[src/rtl/arith_op_sequencer.sv]
// Issue/capture sequencer for the 4-bit arithmetic/compare unit.
//
// A command (in_a, in_b, in_op) is accepted over a valid/ready handshake and
// latched into registered, stable operands for the external combinational unit.
// After SETTLE_CYCLES extra cycles the unit's result and flags are captured,
// checked for consistency, and offered downstream over valid/ready.
//
// Ports:
//   clk, rst                  clock (rising edge), asynchronous active-high reset
//   in_valid/in_ready         command handshake
//   in_a, in_b, in_op         command operands and op (0 add, 1 sub, 2 cmp, 3 reserved)
//   alu_a, alu_b, alu_ctrl    registered operands/op driven to the unit
//   alu_result, alu_flag      unit result and {gt,eq,lt} flags
//   out_valid/out_ready       result handshake
//   out_result, out_flag      captured result and flags
//   out_op, out_err           op that produced the result, error indication
//   busy                      high whenever not idle
//   op_count                  results consumed downstream, wraps modulo 2^COUNT_W

module arith_op_sequencer #(
  parameter int unsigned SETTLE_CYCLES = 1,
  parameter int unsigned COUNT_W       = 8
) (
  input  logic               clk,
  input  logic               rst,
  input  logic               in_valid,
  output logic               in_ready,
  input  logic [3:0]         in_a,
  input  logic [3:0]         in_b,
  input  logic [1:0]         in_op,
  output logic [3:0]         alu_a,
  output logic [3:0]         alu_b,
  output logic [1:0]         alu_ctrl,
  input  logic [3:0]         alu_result,
  input  logic [2:0]         alu_flag,
  output logic               out_valid,
  input  logic               out_ready,
  output logic [3:0]         out_result,
  output logic [2:0]         out_flag,
  output logic [1:0]         out_op,
  output logic               out_err,
  output logic               busy,
  output logic [COUNT_W-1:0] op_count
);

  localparam int unsigned CntW = (SETTLE_CYCLES > 1) ? $clog2(SETTLE_CYCLES + 1) : 1;
  localparam logic [CntW-1:0] CntLoad = CntW'(SETTLE_CYCLES);

  typedef enum logic [1:0] {
    StIdle = 2'd0,
    StWait = 2'd1,
    StOut  = 2'd2
  } state_e;

  state_e              state_q, state_d;
  logic [CntW-1:0]     cnt_q, cnt_d;
  logic                busy_q;
  logic [3:0]          alu_a_q, alu_b_q;
  logic [1:0]          alu_ctrl_q;
  logic [3:0]          out_result_q;
  logic [2:0]          out_flag_q;
  logic [1:0]          out_op_q;
  logic                out_err_q;
  logic [COUNT_W-1:0]  op_count_q;

  logic accept, capture, retire;
  logic flag_onehot, capt_err;

  // Next-state and handshake decode.
  always_comb begin
    state_d = state_q;
    cnt_d   = cnt_q;
    accept  = 1'b0;
    capture = 1'b0;
    retire  = 1'b0;
    unique case (state_q)
      StIdle: begin
        if (in_valid) begin
          accept  = 1'b1;
          cnt_d   = CntLoad;
          state_d = StWait;
        end
      end
      StWait: begin
        if (cnt_q == '0) begin
          capture = 1'b1;
          state_d = StOut;
        end else begin
          cnt_d = cnt_q - 1'b1;
        end
      end
      StOut: begin
        if (out_ready) begin
          retire  = 1'b1;
          state_d = StIdle;
        end
      end
      default: state_d = StIdle;
    endcase
  end

  // A compare result must mirror its flags, and flags must always be one-hot.
  always_comb begin
    flag_onehot = (alu_flag == 3'b100) || (alu_flag == 3'b010) || (alu_flag == 3'b001);
    capt_err    = (alu_ctrl_q == 2'd3) ||
                  ((alu_ctrl_q == 2'd2) && (alu_result != {1'b0, alu_flag})) ||
                  !flag_onehot;
  end

  always_ff @(posedge clk or posedge rst) begin
    if (rst) begin
      state_q <= StIdle;
      cnt_q   <= '0;
      busy_q  <= 1'b0;
    end else begin
      state_q <= state_d;
      cnt_q   <= cnt_d;
      busy_q  <= (state_d != StIdle);
    end
  end

  // Operands only ever change on an accepted command.
  always_ff @(posedge clk or posedge rst) begin
    if (rst) begin
      alu_a_q    <= '0;
      alu_b_q    <= '0;
      alu_ctrl_q <= '0;
    end else if (accept) begin
      alu_a_q    <= in_a;
      alu_b_q    <= in_b;
      alu_ctrl_q <= in_op;
    end
  end

  // Captured outputs hold their value after retire until the next capture.
  always_ff @(posedge clk or posedge rst) begin
    if (rst) begin
      out_result_q <= '0;
      out_flag_q   <= '0;
      out_op_q     <= '0;
      out_err_q    <= 1'b0;
    end else if (capture) begin
      out_result_q <= alu_result;
      out_flag_q   <= alu_flag;
      out_op_q     <= alu_ctrl_q;
      out_err_q    <= capt_err;
    end
  end

  always_ff @(posedge clk or posedge rst) begin
    if (rst) begin
      op_count_q <= '0;
    end else if (retire) begin
      op_count_q <= op_count_q + COUNT_W'(1);
    end
  end

  assign in_ready   = (state_q == StIdle);
  assign out_valid  = (state_q == StOut);
  assign busy       = busy_q;
  assign alu_a      = alu_a_q;
  assign alu_b      = alu_b_q;
  assign alu_ctrl   = alu_ctrl_q;
  assign out_result = out_result_q;
  assign out_flag   = out_flag_q;
  assign out_op     = out_op_q;
  assign out_err    = out_err_q;
  assign op_count   = op_count_q;

endmodule

[config.mk]
export PLATFORM = sky130hd
export DESIGN_NAME = arith_op_sequencer
export DESIGN_NICKNAME = d
export VERILOG_FILES = /design/src/rtl/arith_op_sequencer.sv
export SDC_FILE = /design/constraint.sdc
export NUM_CORES = 1
export LEC_CHECK = 0
export BUFFER_PORTS_ARGS = -buffer_cell sky130_fd_sc_hd__buf_2
export CELL_PAD_IN_SITES_DETAIL_PLACEMENT = 1
export CELL_PAD_IN_SITES_GLOBAL_PLACEMENT = 1
export CORE_MARGIN = 1
export CORE_UTILIZATION = 33
export CTS_CLUSTER_DIAMETER = 30
export DETAILED_ROUTE_END_ITERATION = 10
export PLACE_DENSITY = 0.81
export SLEW_MARGIN = 10
export SYNTH_ARGS = -nofsm -noshare
export SYNTH_HDL_FRONTEND = slang
export SYNTH_SLANG_ARGS = --single-unit
[constraint.sdc]
create_clock -name clk -period 1.29 [get_ports clk]
set_input_delay 0.258 -clock clk [delete_from_list [all_inputs] [get_ports clk]]
set_output_delay 0.258 -clock clk [all_outputs]
set_load 0.005 [all_outputs]
# Yosys cells after proc, flatten, opt, wreduce, memory -nomap -nowiden
# Index checks and enable logic that the tools add are counted.
# word_totals
register_bits	32
in_bits	21
out_inout_bits	31
elab_cells	45
# op_classes
n_addsub	2
n_eq_ne	9
muxes	13
reduce_logical	10
# op_table
op	count
adder 8 x 1 -> 8 bit, second input constant	1
2-to-1 mux 1 bit	8
== test 2 bit, second input constant	3
2-to-1 mux 2 bit	3
case mux 2 bit (3 select lines)	1
logical OR 1 bit	4
!= test 4 x 3 -> 1 bit	1
nonzero test 2 bit	2
== test 3 x 1 -> 1 bit, second input constant	1
== test 3 x 2 -> 1 bit, second input constant	1
== test 3 bit, second input constant	1
== test 2 x 1 -> 1 bit, second input constant	1
zero test 2 bit	1
!= test 2 bit, second input constant	1
case mux 1 bit (2 select lines)	1
AND reduction 2 bit	1
logical AND 1 bit	1
zero test 1 bit	1
subtractor 1 bit, second input constant	1

# Longest topological paths before layout
# depth
word_depth	5
ltp_mapped	5
depth_no_buf	4

# Least setup slack after synthesis
# Ideal clock, no wire load.
# synth_timing
kind	flip-flop to flip-flop
startpoint	reg state_q[1]
endpoint	reg alu_a_q[0] (netlist: alu_a[0])
setup_time_ns	0.125
t_arrival_ns	1.223
t_required_ns	1.165
path_slack_ns	-0.058
stages_incl_launch_ff	4
n_path_buf	1
synth_period_minus_slack_ns	1.348
cell_sequence	dfrtp_1 -> buf_6 -> nor3_4 -> mux2_2
# synth_between
elab_chain_cells	2
# synth_lines
item	line_no	text
start: declaration	55	state_e state_q, state_d;
start signal: assignment	112	state_q <= StIdle;
start signal: assignment	116	state_q <= state_d;
zero test 2 bit	76	unique case (state_q)
2-to-1 mux 1 bit	76	
end signal: assignment	129	alu_a_q <= in_a;
end: declaration	58	logic [3:0] alu_a_q, alu_b_q;
# Every way passes these cells.
# A chain may end at the register's enable or synchronous reset.

# Final worst setup path
# layout_timing
startpoint	reg state_q[1]
endpoint	reg out_op_q[0] (netlist: out_op[0])
# layout_between
elab_chain_cells	2
# layout_lines
item	line_no	text
== test 2 x 1 -> 1 bit	76	
2-to-1 mux 1 bit	76	
end signal: assignment	145	out_op_q <= alu_ctrl_q;
end: declaration	62	logic [1:0] out_op_q;
# Every way passes these cells.

==> flow_summary.ini <==
[grt]
grt_first_pass_wirelength_um = 5970
antenna_found_initial = 0
grt_pass1_vias = 1150
grt_max_degree = 17
grt.total_usage_pct = 18.7
grt_overflow = 0

[worst_setup_path]
critPathArrivalTime_ns = 1.63
path_max_fanout = 5
required_ns = 1.46
crit_type = reg -> reg
cp-start-kind = flop
end_kind = flop

[synthesis]
synth_nets = 124
syn_inst = 102
seq_area_frac_synth_pct = 58.2
yosysWarnings = 0
syn_area_per_cell_um2 = 13.5
synthDistinctLibCells = 25
synthesis.area_um2 = 1380
ys_ff_latch = 32

[placed_design]
numPortBuffers = 51
dpl_cell_area_um2 = 1750
dp_hpwl_um = 2370
place.gp.congestion = 0.675
dp_cells = 207

[pwr]
cellPowerDensity_nw_per_um2 = 2330
internal_power_mw = 3.31
p_clk_share_pct = 16.3
p_leak_nw = 1.07
sw_frac_of_total_pct = 32.5
combPwrFrac_pct = 46.8
switchingPower_mw = 1.59
seqPwrFrac_pct = 36.9
max-vdd-ir-drop_uv = 1210

[cts]
cts.path.max_buffers = 2
numCtsBuffers = 5
cts_htree_levels = 2
cts_hold_buf = 0
cts_tree = done
clk_latency_ns = 0.29
clkSlewWorstSetupHoldPaths_ns = 0.07
clock-root-buffer = clkbuf_8
clock-sinks = 32

[floorplan]
die_area_um2 = 4430
io_pins = 52
die_w_um = 66.6
fp.coreArea_um2 = 4000
rows = 23
die_h_um = 66.6
start_util_pct = 34.4

[cells_and_area]
nets = 201
final_cell_mix = buf_2 (51), dfrtp_1 (30), mux2_4 (13)
stdcell_count = 230
final_area_um2 = 2100
drive_gt1_share_pct = 62.2
syn2layout_area_growth_pct = 52.5
n_antenna_cell = 0
layout_commonest_cell = buf_2

[run]
cap_violations = 0

[detailed_routing]
drt_iter0_drc = 27
routed_wl_um = 3950
vias_per_cell = 4.70
ant_nets = 0
routedWlPerCell_um = 17.2
num_vias = 1080
drcViolationCount = 0
firstDrtPassIters = 4

[timing]
skew_ns = 0.00839
slew_violations = 0
finalHoldViolations = 0
worstMarginPinSlew_ns = 0.280
setup_violations = 22
final.period_utilization_pct = 113
finalCriticalPeriod_ns = 1.46
layout_setup_ws_ns = -0.172
rsz0062_at_grt = yes
max_slew_margin_pct = 81.3
fmax_ghz = 0.684

[outcome]
failed_checks = setup timing
outcome = finished with violations

[hold_path]
hp-class = in -> async
## power by group through the flow
stage,registers [mW],clock network (mW),logic [mW]
2_1_floorplan,1.76,0,0.915
3_3_place_gp,1.78,0,1.55
3_5_place_dp,1.80,0,1.61
4_1_cts,1.78,0.809,2.08
5_1_grt,1.86,0.858,2.48
6_report,1.81,0.800,2.29
## path summary, 6_finish.rpt
path / from / end / slack [ns] / depth (start not counted)
setup reg to reg: state_q[1]$_DFF_PP0_ / out_op[0]$_DFFE_PP0P_ / -0.17 / 4
min in group clk: in_op[1] / alu_ctrl[1]$_DFFE_PP0P_ / 0.20 / 2
hold / removal: rst / op_count[7]$_DFFE_PP0P_ / 0.002 / 3
max in group asynchronous: rst / state_q[1]$_DFF_PP0_ / 1.08 / 3
hold reg to reg: op_count[7]$_DFFE_PP0P_ / op_count[7]$_DFFE_PP0P_ / 0.47 / 1
setup / recovery: state_q[1]$_DFF_PP0_ / out_op[0]$_DFFE_PP0P_ / -0.17 / 4
## final cells by class
cell class,count,area [um2]
flip-flops and latches,32,803
repair buffers,73,488
clock buffers,8,90.1
multi-input cells,63,638
fillers,428,1900
inverters,4,17.5
well taps,50,62.6
## sequential cells by signal (all words and copies together) (netlist names)
register and cells:
op_count 8, alu_a 4, alu_b 4, out_result 4, out_flag 3, alu_ctrl 2
out_op 2, state_q 2, busy 1, cnt_q 1, out_err 1
## cells by family (layout without fill, tap and decap cells)
kind of cell,after synthesis,after routing,synth area share (%)
buffers and inverters,7,85,3.27
AND/OR/NAND/NOR,24,24,10.8
multiplexers,20,20,16.3
adder cells (fa/ha/maj),1,1,0.909
AO/OA/AOI/OAI,7,7,3.55
flip-flops,32,32,58.2
XOR/XNOR,11,11,7.00
## routing by layer
| metal | GRT usage, % | share of wire, % |
|---|---|---|
| met5 | 0 | 0 |
| met4 | 7.18 | 1.6 |
| met3 | 5.65 | 4.6 |
| met2 | 31.1 | 51 |
| met1 | 22.6 | 42 |
## cell usage after synthesis
master | n | area, um2
nand2b_1 | 2 | 12.5
a21oi_1 | 2 | 10.0
nand3b_1 | 1 | 7.51
buf_4 | 1 | 7.51
mux2_2 | 19 | 214
a21o_2 | 1 | 8.76
nand4_1 | 2 | 12.5
o221ai_1 | 1 | 8.76
buf_6 | 2 | 22.5
o21ai_0 | 1 | 5.00
nand4b_1 | 2 | 17.5
nor3b_4 | 1 | 18.8
and4_1 | 1 | 8.76
nor2_1 | 8 | 30.0
xor2_1 | 5 | 43.8
mux2i_1 | 1 | 10.0
nor3_1 | 2 | 10.0
xnor2_1 | 6 | 52.6
inv_1 | 4 | 15.0
o211ai_1 | 1 | 7.51
dfrtp_1 | 32 | 801
a2bb2oi_1 | 1 | 8.76
ha_1 | 1 | 12.5
nand2_1 | 4 | 15.0
nor3_4 | 1 | 16.3
## per-stage QoR
step / utilization (%) / power [mW] / setup WS [ns] / hold slack [ns] / TNS (ns)
global route: 52.5 / 5.19 / -0.223 / 0.0204 / -3.93
finish: 52.5 / 4.90 / -0.172 / 0.00195 / -2.66
floorplan: - / 2.67 / -0.0530 / 0.374 / -0.797
global placement: 43.6 / 3.32 / -0.0386 / 0.300 / -0.444
CTS: 50.2 / 4.67 / -0.133 / 0.0144 / -2.36
detailed placement: 43.6 / 3.41 / -0.0744 / 0.322 / -0.935
## critical path, stage by stage (launching register included)
cell       delay, ns
dfrtp_2         0.43
buf_6           0.12
nor3b_4         0.28
clkbuf_16       0.21
mux2_4          0.30
## timing repair
action	CTS	global route
pin swaps	3	8
cloned	1	1
setup endpoints to repair	22	26
setup buffers	9	8
resized for setup	23	19
Power figures use the tool's default switching activity.
